### config.mk
export PLATFORM = sky130hd
export DESIGN_NAME = mdu_iter
export DESIGN_NICKNAME = d
export VERILOG_FILES = /design/src/rtl/mdu_iter.sv
export SDC_FILE = /design/constraint.sdc
export NUM_CORES = 1
export LEC_CHECK = 0
export ABC_AREA = 0
export BUFFER_PORTS_ARGS = -buffer_cell sky130_fd_sc_hd__buf_2
export CORE_MARGIN = 3
export CORE_UTILIZATION = 60
export CTS_BUF_LIST = sky130_fd_sc_hd__clkbuf_8
export CTS_CLUSTER_SIZE = 16
export DETAILED_ROUTE_END_ITERATION = 6
export PLACE_DENSITY = 0.8
export SLEW_MARGIN = 20
export SYNTH_ARGS = -nofsm -noshare
export SYNTH_HDL_FRONTEND = slang
export SYNTH_SLANG_ARGS = --single-unit
### constraint.sdc
create_clock -name HI_LO_clk -period 11.3 [get_ports HI_LO_clk]
set_input_delay 2.825 -clock HI_LO_clk [delete_from_list [all_inputs] [get_ports HI_LO_clk]]
set_output_delay 2.825 -clock HI_LO_clk [all_outputs]
set_load 0.03 [all_outputs]
### src/rtl/mdu_iter.sv
// mdu_iter -- iterative multiply/divide unit feeding the HI/LO register pair.
//
// Executes MULT/MULTU (shift-add) and DIV/DIVU (restoring shift-subtract),
// one result bit per cycle, then writes HI/LO with a single-cycle pulse.
//
// Optional build macro:
//   MDU_FAST_MUL_EN  MULT/MULTU form the full product combinationally in PREP
//                    and skip RUN; results are bit-identical to the
//                    iterative build.
//
// Ports:
//   HI_LO_clk  in   clock, all state on posedge
//   HI_LO_rst  in   asynchronous active-high reset
//   start      in   op request, sampled only in IDLE
//   op         in   00 MULT, 01 MULTU, 10 DIV, 11 DIVU
//   rs, rt     in   multiplicand/dividend, multiplier/divisor
//   flush      in   synchronous abort of the op in flight (no write)
//   busy       out  high while an op is in flight (PREP..DONE)
//   done       out  one-cycle completion pulse
//   div_zero   out  with done, divide had rt == 0
//   hi_out     out  product high word / remainder
//   lo_out     out  product low word / quotient
//   hi_w,lo_w  out  HI/LO write enables, coincident with done
module mdu_iter #(
   parameter int unsigned WIDTH = 32,
   parameter int unsigned CNT_W = 6
) (
   input  logic             HI_LO_clk,
   input  logic             HI_LO_rst,
   input  logic             start,
   input  logic [1:0]       op,
   input  logic [WIDTH-1:0] rs,
   input  logic [WIDTH-1:0] rt,
   input  logic             flush,
   output logic             busy,
   output logic             done,
   output logic             div_zero,
   output logic [WIDTH-1:0] hi_out,
   output logic [WIDTH-1:0] lo_out,
   output logic             hi_w,
   output logic             lo_w
);

   typedef enum logic [2:0] {
      IDLE,
      PREP,
      RUN,
      FIX,
      DONE
   } state_t;

   state_t state, state_nx;

   logic [1:0]       op_r;
   logic [WIDTH-1:0] rs_r, rt_r;
   logic [WIDTH-1:0] acc_hi, acc_lo;
   logic [WIDTH-1:0] opnd;
   logic [CNT_W-1:0] cnt;
   logic             q_neg, r_neg, dz, fix_ph;

   logic             is_div, is_sgn, rt_zero;
   logic [WIDTH-1:0] abs_rs, abs_rt;
   logic [WIDTH:0]   mul_sum;
   logic [WIDTH:0]   div_shift, div_diff;

`ifdef MDU_FAST_MUL_EN
   logic [2*WIDTH-1:0] fast_prod;
   assign fast_prod = {{WIDTH{1'b0}}, abs_rs} * {{WIDTH{1'b0}}, abs_rt};
`endif

   // Operand conditioning: magnitudes for signed ops. The most negative value
   // maps onto itself, which is its correct unsigned magnitude.
   always_comb begin
      is_div  = op_r[1];
      is_sgn  = ~op_r[0];
      rt_zero = (rt_r == '0);
      abs_rs  = (is_sgn && rs_r[WIDTH-1]) ? (~rs_r + 1'b1) : rs_r;
      abs_rt  = (is_sgn && rt_r[WIDTH-1]) ? (~rt_r + 1'b1) : rt_r;
   end

   // One iteration of each algorithm.
   // Mult: acc_lo holds the remaining multiplier bits, product shifts in from the top.
   // Div:  acc_lo holds dividend bits shifting out and quotient bits shifting in.
   always_comb begin
      mul_sum   = {1'b0, acc_hi} + (acc_lo[0] ? {1'b0, opnd} : '0);
      div_shift = {acc_hi, acc_lo[WIDTH-1]};
      div_diff  = div_shift - {1'b0, opnd};
   end

   always_ff @(posedge HI_LO_clk or posedge HI_LO_rst) begin
      if (HI_LO_rst) state <= IDLE;
      else           state <= state_nx;
   end

   always_comb begin
      state_nx = state;
      busy     = (state != IDLE);
      done     = 1'b0;
      unique case (state)
         IDLE: if (start) state_nx = PREP;
         PREP: begin
            if (flush)                   state_nx = IDLE;
            else if (is_div && rt_zero)  state_nx = FIX;
`ifdef MDU_FAST_MUL_EN
            else if (!is_div)            state_nx = FIX;
`endif
            else                         state_nx = RUN;
         end
         RUN: begin
            if (flush)                           state_nx = IDLE;
            else if (cnt == CNT_W'(WIDTH - 1))   state_nx = FIX;
         end
         FIX: begin
            if (flush)       state_nx = IDLE;
            else if (fix_ph) state_nx = DONE;
         end
         DONE: begin
            done     = 1'b1;
            state_nx = IDLE;
         end
         default: state_nx = IDLE;
      endcase
      hi_w     = done;
      lo_w     = done;
      div_zero = done & dz;
   end

   always_ff @(posedge HI_LO_clk or posedge HI_LO_rst) begin
      if (HI_LO_rst) begin
         op_r   <= '0;
         rs_r   <= '0;
         rt_r   <= '0;
         acc_hi <= '0;
         acc_lo <= '0;
         opnd   <= '0;
         cnt    <= '0;
         q_neg  <= 1'b0;
         r_neg  <= 1'b0;
         dz     <= 1'b0;
         fix_ph <= 1'b0;
         hi_out <= '0;
         lo_out <= '0;
      end else begin
         unique case (state)
            IDLE: begin
               if (start) begin
                  op_r <= op;
                  rs_r <= rs;
                  rt_r <= rt;
               end
            end
            PREP: begin
               cnt    <= '0;
               fix_ph <= 1'b0;
               dz     <= 1'b0;
               q_neg  <= is_sgn & (rs_r[WIDTH-1] ^ rt_r[WIDTH-1]);
               r_neg  <= is_sgn & is_div & rs_r[WIDTH-1];
               if (is_div) begin
                  if (rt_zero) begin
                     // Raw dividend to HI, all-ones to LO, no sign correction.
                     acc_hi <= rs_r;
                     acc_lo <= '1;
                     dz     <= 1'b1;
                     q_neg  <= 1'b0;
                     r_neg  <= 1'b0;
                  end else begin
                     acc_hi <= '0;
                     acc_lo <= abs_rs;
                     opnd   <= abs_rt;
                  end
               end else begin
`ifdef MDU_FAST_MUL_EN
                  {acc_hi, acc_lo} <= fast_prod;
`else
                  acc_hi <= '0;
                  acc_lo <= abs_rt;
                  opnd   <= abs_rs;
`endif
               end
            end
            RUN: begin
               cnt <= cnt + CNT_W'(1);
               if (is_div) begin
                  if (!div_diff[WIDTH]) begin
                     acc_hi <= div_diff[WIDTH-1:0];
                     acc_lo <= {acc_lo[WIDTH-2:0], 1'b1};
                  end else begin
                     acc_hi <= div_shift[WIDTH-1:0];
                     acc_lo <= {acc_lo[WIDTH-2:0], 1'b0};
                  end
               end else begin
                  {acc_hi, acc_lo} <= {mul_sum, acc_lo[WIDTH-1:1]};
               end
            end
            FIX: begin
               // Two phases: sign correction in place, then the corrected
               // words are registered onto hi_out/lo_out entering DONE.
               if (!fix_ph) begin
                  fix_ph <= 1'b1;
                  if (is_div) begin
                     if (q_neg) acc_lo <= ~acc_lo + 1'b1;
                     if (r_neg) acc_hi <= ~acc_hi + 1'b1;
                  end else if (q_neg) begin
                     {acc_hi, acc_lo} <= ~{acc_hi, acc_lo} + 1'b1;
                  end
               end else if (!flush) begin
                  hi_out <= acc_hi;
                  lo_out <= acc_lo;
               end
            end
            DONE: ;
            default: ;
         endcase
      end
   end

endmodule

==> results.sh <==
export IMPL_rsz0062_at_grt="no"
export IMPL_drv_slew=0
export IMPL_finalSetupViolations=0
export IMPL_dpl_cell_area_um2=18400
export IMPL_synth_cell_type_count=95
export IMPL_status="finished clean"
export IMPL_grt_max_degree=118
export IMPL_drc=0
export IMPL_n_antenna_cell=0
export IMPL_area_growth_pct=9.34
export IMPL_min_path_type="reg -> reg"
export IMPL_vias_per_cell=6.49
export IMPL_dr_first_iter_drc_count=2031
export IMPL_ys_seq_elements=239
export IMPL_grt_overflow_total=0
export IMPL_setup_tns_ns=0
export IMPL_synth_edf_count=0
export IMPL_crit_path_end_kind="output port"
export IMPL_ioPinCount=139
export IMPL_finalClockSkew_ns=0.0315
export IMPL_finalCriticalPeriod_ns=4.69
export IMPL_irDropWorstVdd_v=0.000217
export IMPL_portBuffers=138
export IMPL_synth_compound_area_share=0.216
export IMPL_post_cts_buffers=0
export IMPL_final_area_um2=19300
export IMPL_pwr_density_cell_nw_per_um2=352
export IMPL_cts_tree="done"
export IMPL_slew_headroom=0.202
export IMPL_yosys_area_share_simple=0.168
export IMPL_hpwl_um=39400
export IMPL_ys_seq_area_frac=0.339
export IMPL_final_common_cell="dfrtp_1"
export IMPL_worst_slew_pin_slew_ns=1.19
export IMPL_die_height_um=177
export IMPL_h_tree_depth=2
export IMPL_pre_cts_slack_ns=6.19
export IMPL_die_width_um=177
export IMPL_synth_fa_ha_area_frac=0.0512
export IMPL_grt_pass1_wl_um=85400
export IMPL_fmax_ghz=0.213
export IMPL_p_leak_uw=0.00865
export IMPL_ys_dominant_reg_cell="dfrtp_1"
export IMPL_placementRows=62
export IMPL_die_area_um2=31500
export IMPL_insertion_delay_ns=0.58
export IMPL_crit_path_max_incr_delay_ns=0.49
export IMPL_clkSinkCount=239
export IMPL_ctsResizeCount=0
export IMPL_drt_wl_total_um=54000
export IMPL_synth_mux_area_frac=0.113
export IMPL_drt_first_pass_iters=6
export IMPL_worstPathCellList="buf_4 -> or3_1 -> buf_2"
export IMPL_fillers=2436
export IMPL_async_flop_share=1.00
export IMPL_postSynthCellCount=2031
export IMPL_syn_nets=2172
export IMPL_crit_type="reg -> out"
export IMPL_cp_start_kind="register"
export IMPL_yosys_warnings=0
export IMPL_cap_violations=0
export IMPL_cp_slowest_cell="or3_1"
export IMPL_routedWlPerCell_um=21.4
export IMPL_cts_buffers=43
export IMPL_start_util=0.611
export IMPL_clkTransAtPathRegs_ns=0.06
export IMPL_final_nets=2248
export IMPL_via_count=16400
export IMPL_cp_max_fo=38
export IMPL_worstPathArrival_ns=1.87
export IMPL_avgSynthCellArea_um2=8.68
export IMPL_total_power_uw=6790
export IMPL_synth_area_um2=17600
export IMPL_coreArea_um2=28900
export IMPL_grt_total_usage=0.341
export IMPL_synth_top_family_by_area="compound AO/OA/AOI/OAI gates"
export IMPL_final_cell_mix="238 x dfrtp_1, 200 x nor2_1, 198 x o21ai_0, 188 x nand2_1, 147 x a21oi_1"
export IMPL_dp_cells=2446
export IMPL_worstPathRequired_ns=8.48
export IMPL_antenna_found_initial=0
export IMPL_final_antenna_net_count=0
export IMPL_layout_cells_non_filler=2518
export IMPL_root_buffer="clkbuf_8"
export IMPL_clock_path_buffers=3
export IMPL_hold_violations=0
export IMPL_drive_gt1_frac=0.192
export IMPL_cts_hold_buf=0
export IMPL_synth_xor_xnor_area_share=0.0641
export IMPL_worst_slack_ns=6.61
export IMPL_finalCritPeriodShare=0.415
export IMPL_first_global_vias=15400
export IMPL_place_gp_congestion=0.941
[synthesized netlist by cell type (all sizes together), types with 5 or more instances]
library cell  number  area share
o21a              23      0.0098
buf               35       0.013
o221ai             7      0.0035
or2               10      0.0037
nand3b             8      0.0034
a211oi            22      0.0094
ha                69       0.049
nand2b            15      0.0053
clkbuf            92       0.021
nand3             30      0.0085
mux2             133       0.085
xor2              68       0.034
o31ai             26       0.011
or4               10      0.0049
inv               63       0.013
nor4              25       0.014
o22ai             13      0.0046
a31oi              8      0.0032
a221oi            15      0.0074
a221o              5      0.0028
o21ai            207       0.059
and2               9      0.0032
and3               9      0.0032
nand2            193       0.042
nor3              57       0.018
nor2             204       0.044
a222oi             6      0.0034
a22o               5      0.0025
o21bai             5      0.0021
mux2i             50       0.028
a22oi              9      0.0038
or3                8      0.0028
o32ai              9      0.0045
o211ai            18      0.0082
a21o              24       0.010
o41ai             10      0.0054
xnor2             59       0.030
nor2b             13      0.0046
dfrtp            239        0.34
a21oi            149       0.043
nand4             10      0.0035
[per-stage QoR]
stage                     utilization  hold WS [ns]
final                           0.668         0.482
after global routing            0.668         0.499
after CTS                       0.668         0.484
after detailed placement        0.638         0.471
after global placement          0.638         0.459
after floorplan                     -         0.442
[report_power, final]
| part | switching [µW] | internal [µW] |
|---|---|---|
| registers | 613 | 1240 |
| clock network | 381 | 470 |
| logic | 2510 | 1580 |
| total | 3500 | 3290 |
[critical path: cells and delay by family, from the launching register on]
family	cells	cell delay, ns
DFF	1	0.36
buffers and inverters	2	0.46
and+or+nand+nor	1	0.49
[registers in the layout (all words and copies together), names as in the netlist]
register  cells
cnt           6
acc_lo       32
acc_hi       32
lo_out       32
state         3
fix_ph        1
hi_out       32
op_r          2
rs_r         32
q_neg         1
dz            1
r_neg         1
rt_r         32
opnd         32
[kinds of logic (layout without fill, tap and decap cells)]
kind of cell,count (synthesis),count (layout)
adder cells (fa/ha/maj),71,71
AO/OA/AOI/OAI,602,602
multiplexers,183,183
AND/OR/NAND/NOR,617,617
XOR/XNOR,127,127
flip-flops,239,239
buffers and inverters,192,295
[worst paths after layout]
| check | startpoint | to | slack, ns | cells past startpoint |
|---|---|---|---|---|
| worst max-delay path | state[0] | busy | 6.61 | 3 |
| worst min-delay path | dz | dz | 0.48 | 2 |
| worst max register to register | acc_lo[0] | acc_hi[13] | 6.88 | 14 |
| worst min register to register | dz | dz | 0.48 | 2 |
| max in group asynchronous | HI_LO_rst | lo_out[4] | 7.58 | 3 |
| min in group asynchronous | HI_LO_rst | rs_r[9] | 2.34 | 2 |
[layer usage]
layer / track usage / up-vias / part of all wire
met4: 0.139 / 0 / 0.044
met2: 0.518 / 904 / 0.44
met3: 0.0543 / 139 / 0.094
li1: - / 7537 / -
met5: 0 / - / 0
met1: 0.486 / 7772 / 0.43
[cell type report]
cell class | count | area, µm² | share of cell area
inverter | 63 | 244 | 0.0127
timing repair buffer | 160 | 856 | 0.0444
sequential | 239 | 5980 | 0.310
multi-input combinational | 1600 | 10800 | 0.562
tap | 384 | 480 | 0.0249
clock buffer | 53 | 729 | 0.0378
clock inverter | 19 | 156 | 0.00811
(Power assumes the default switching activity.)
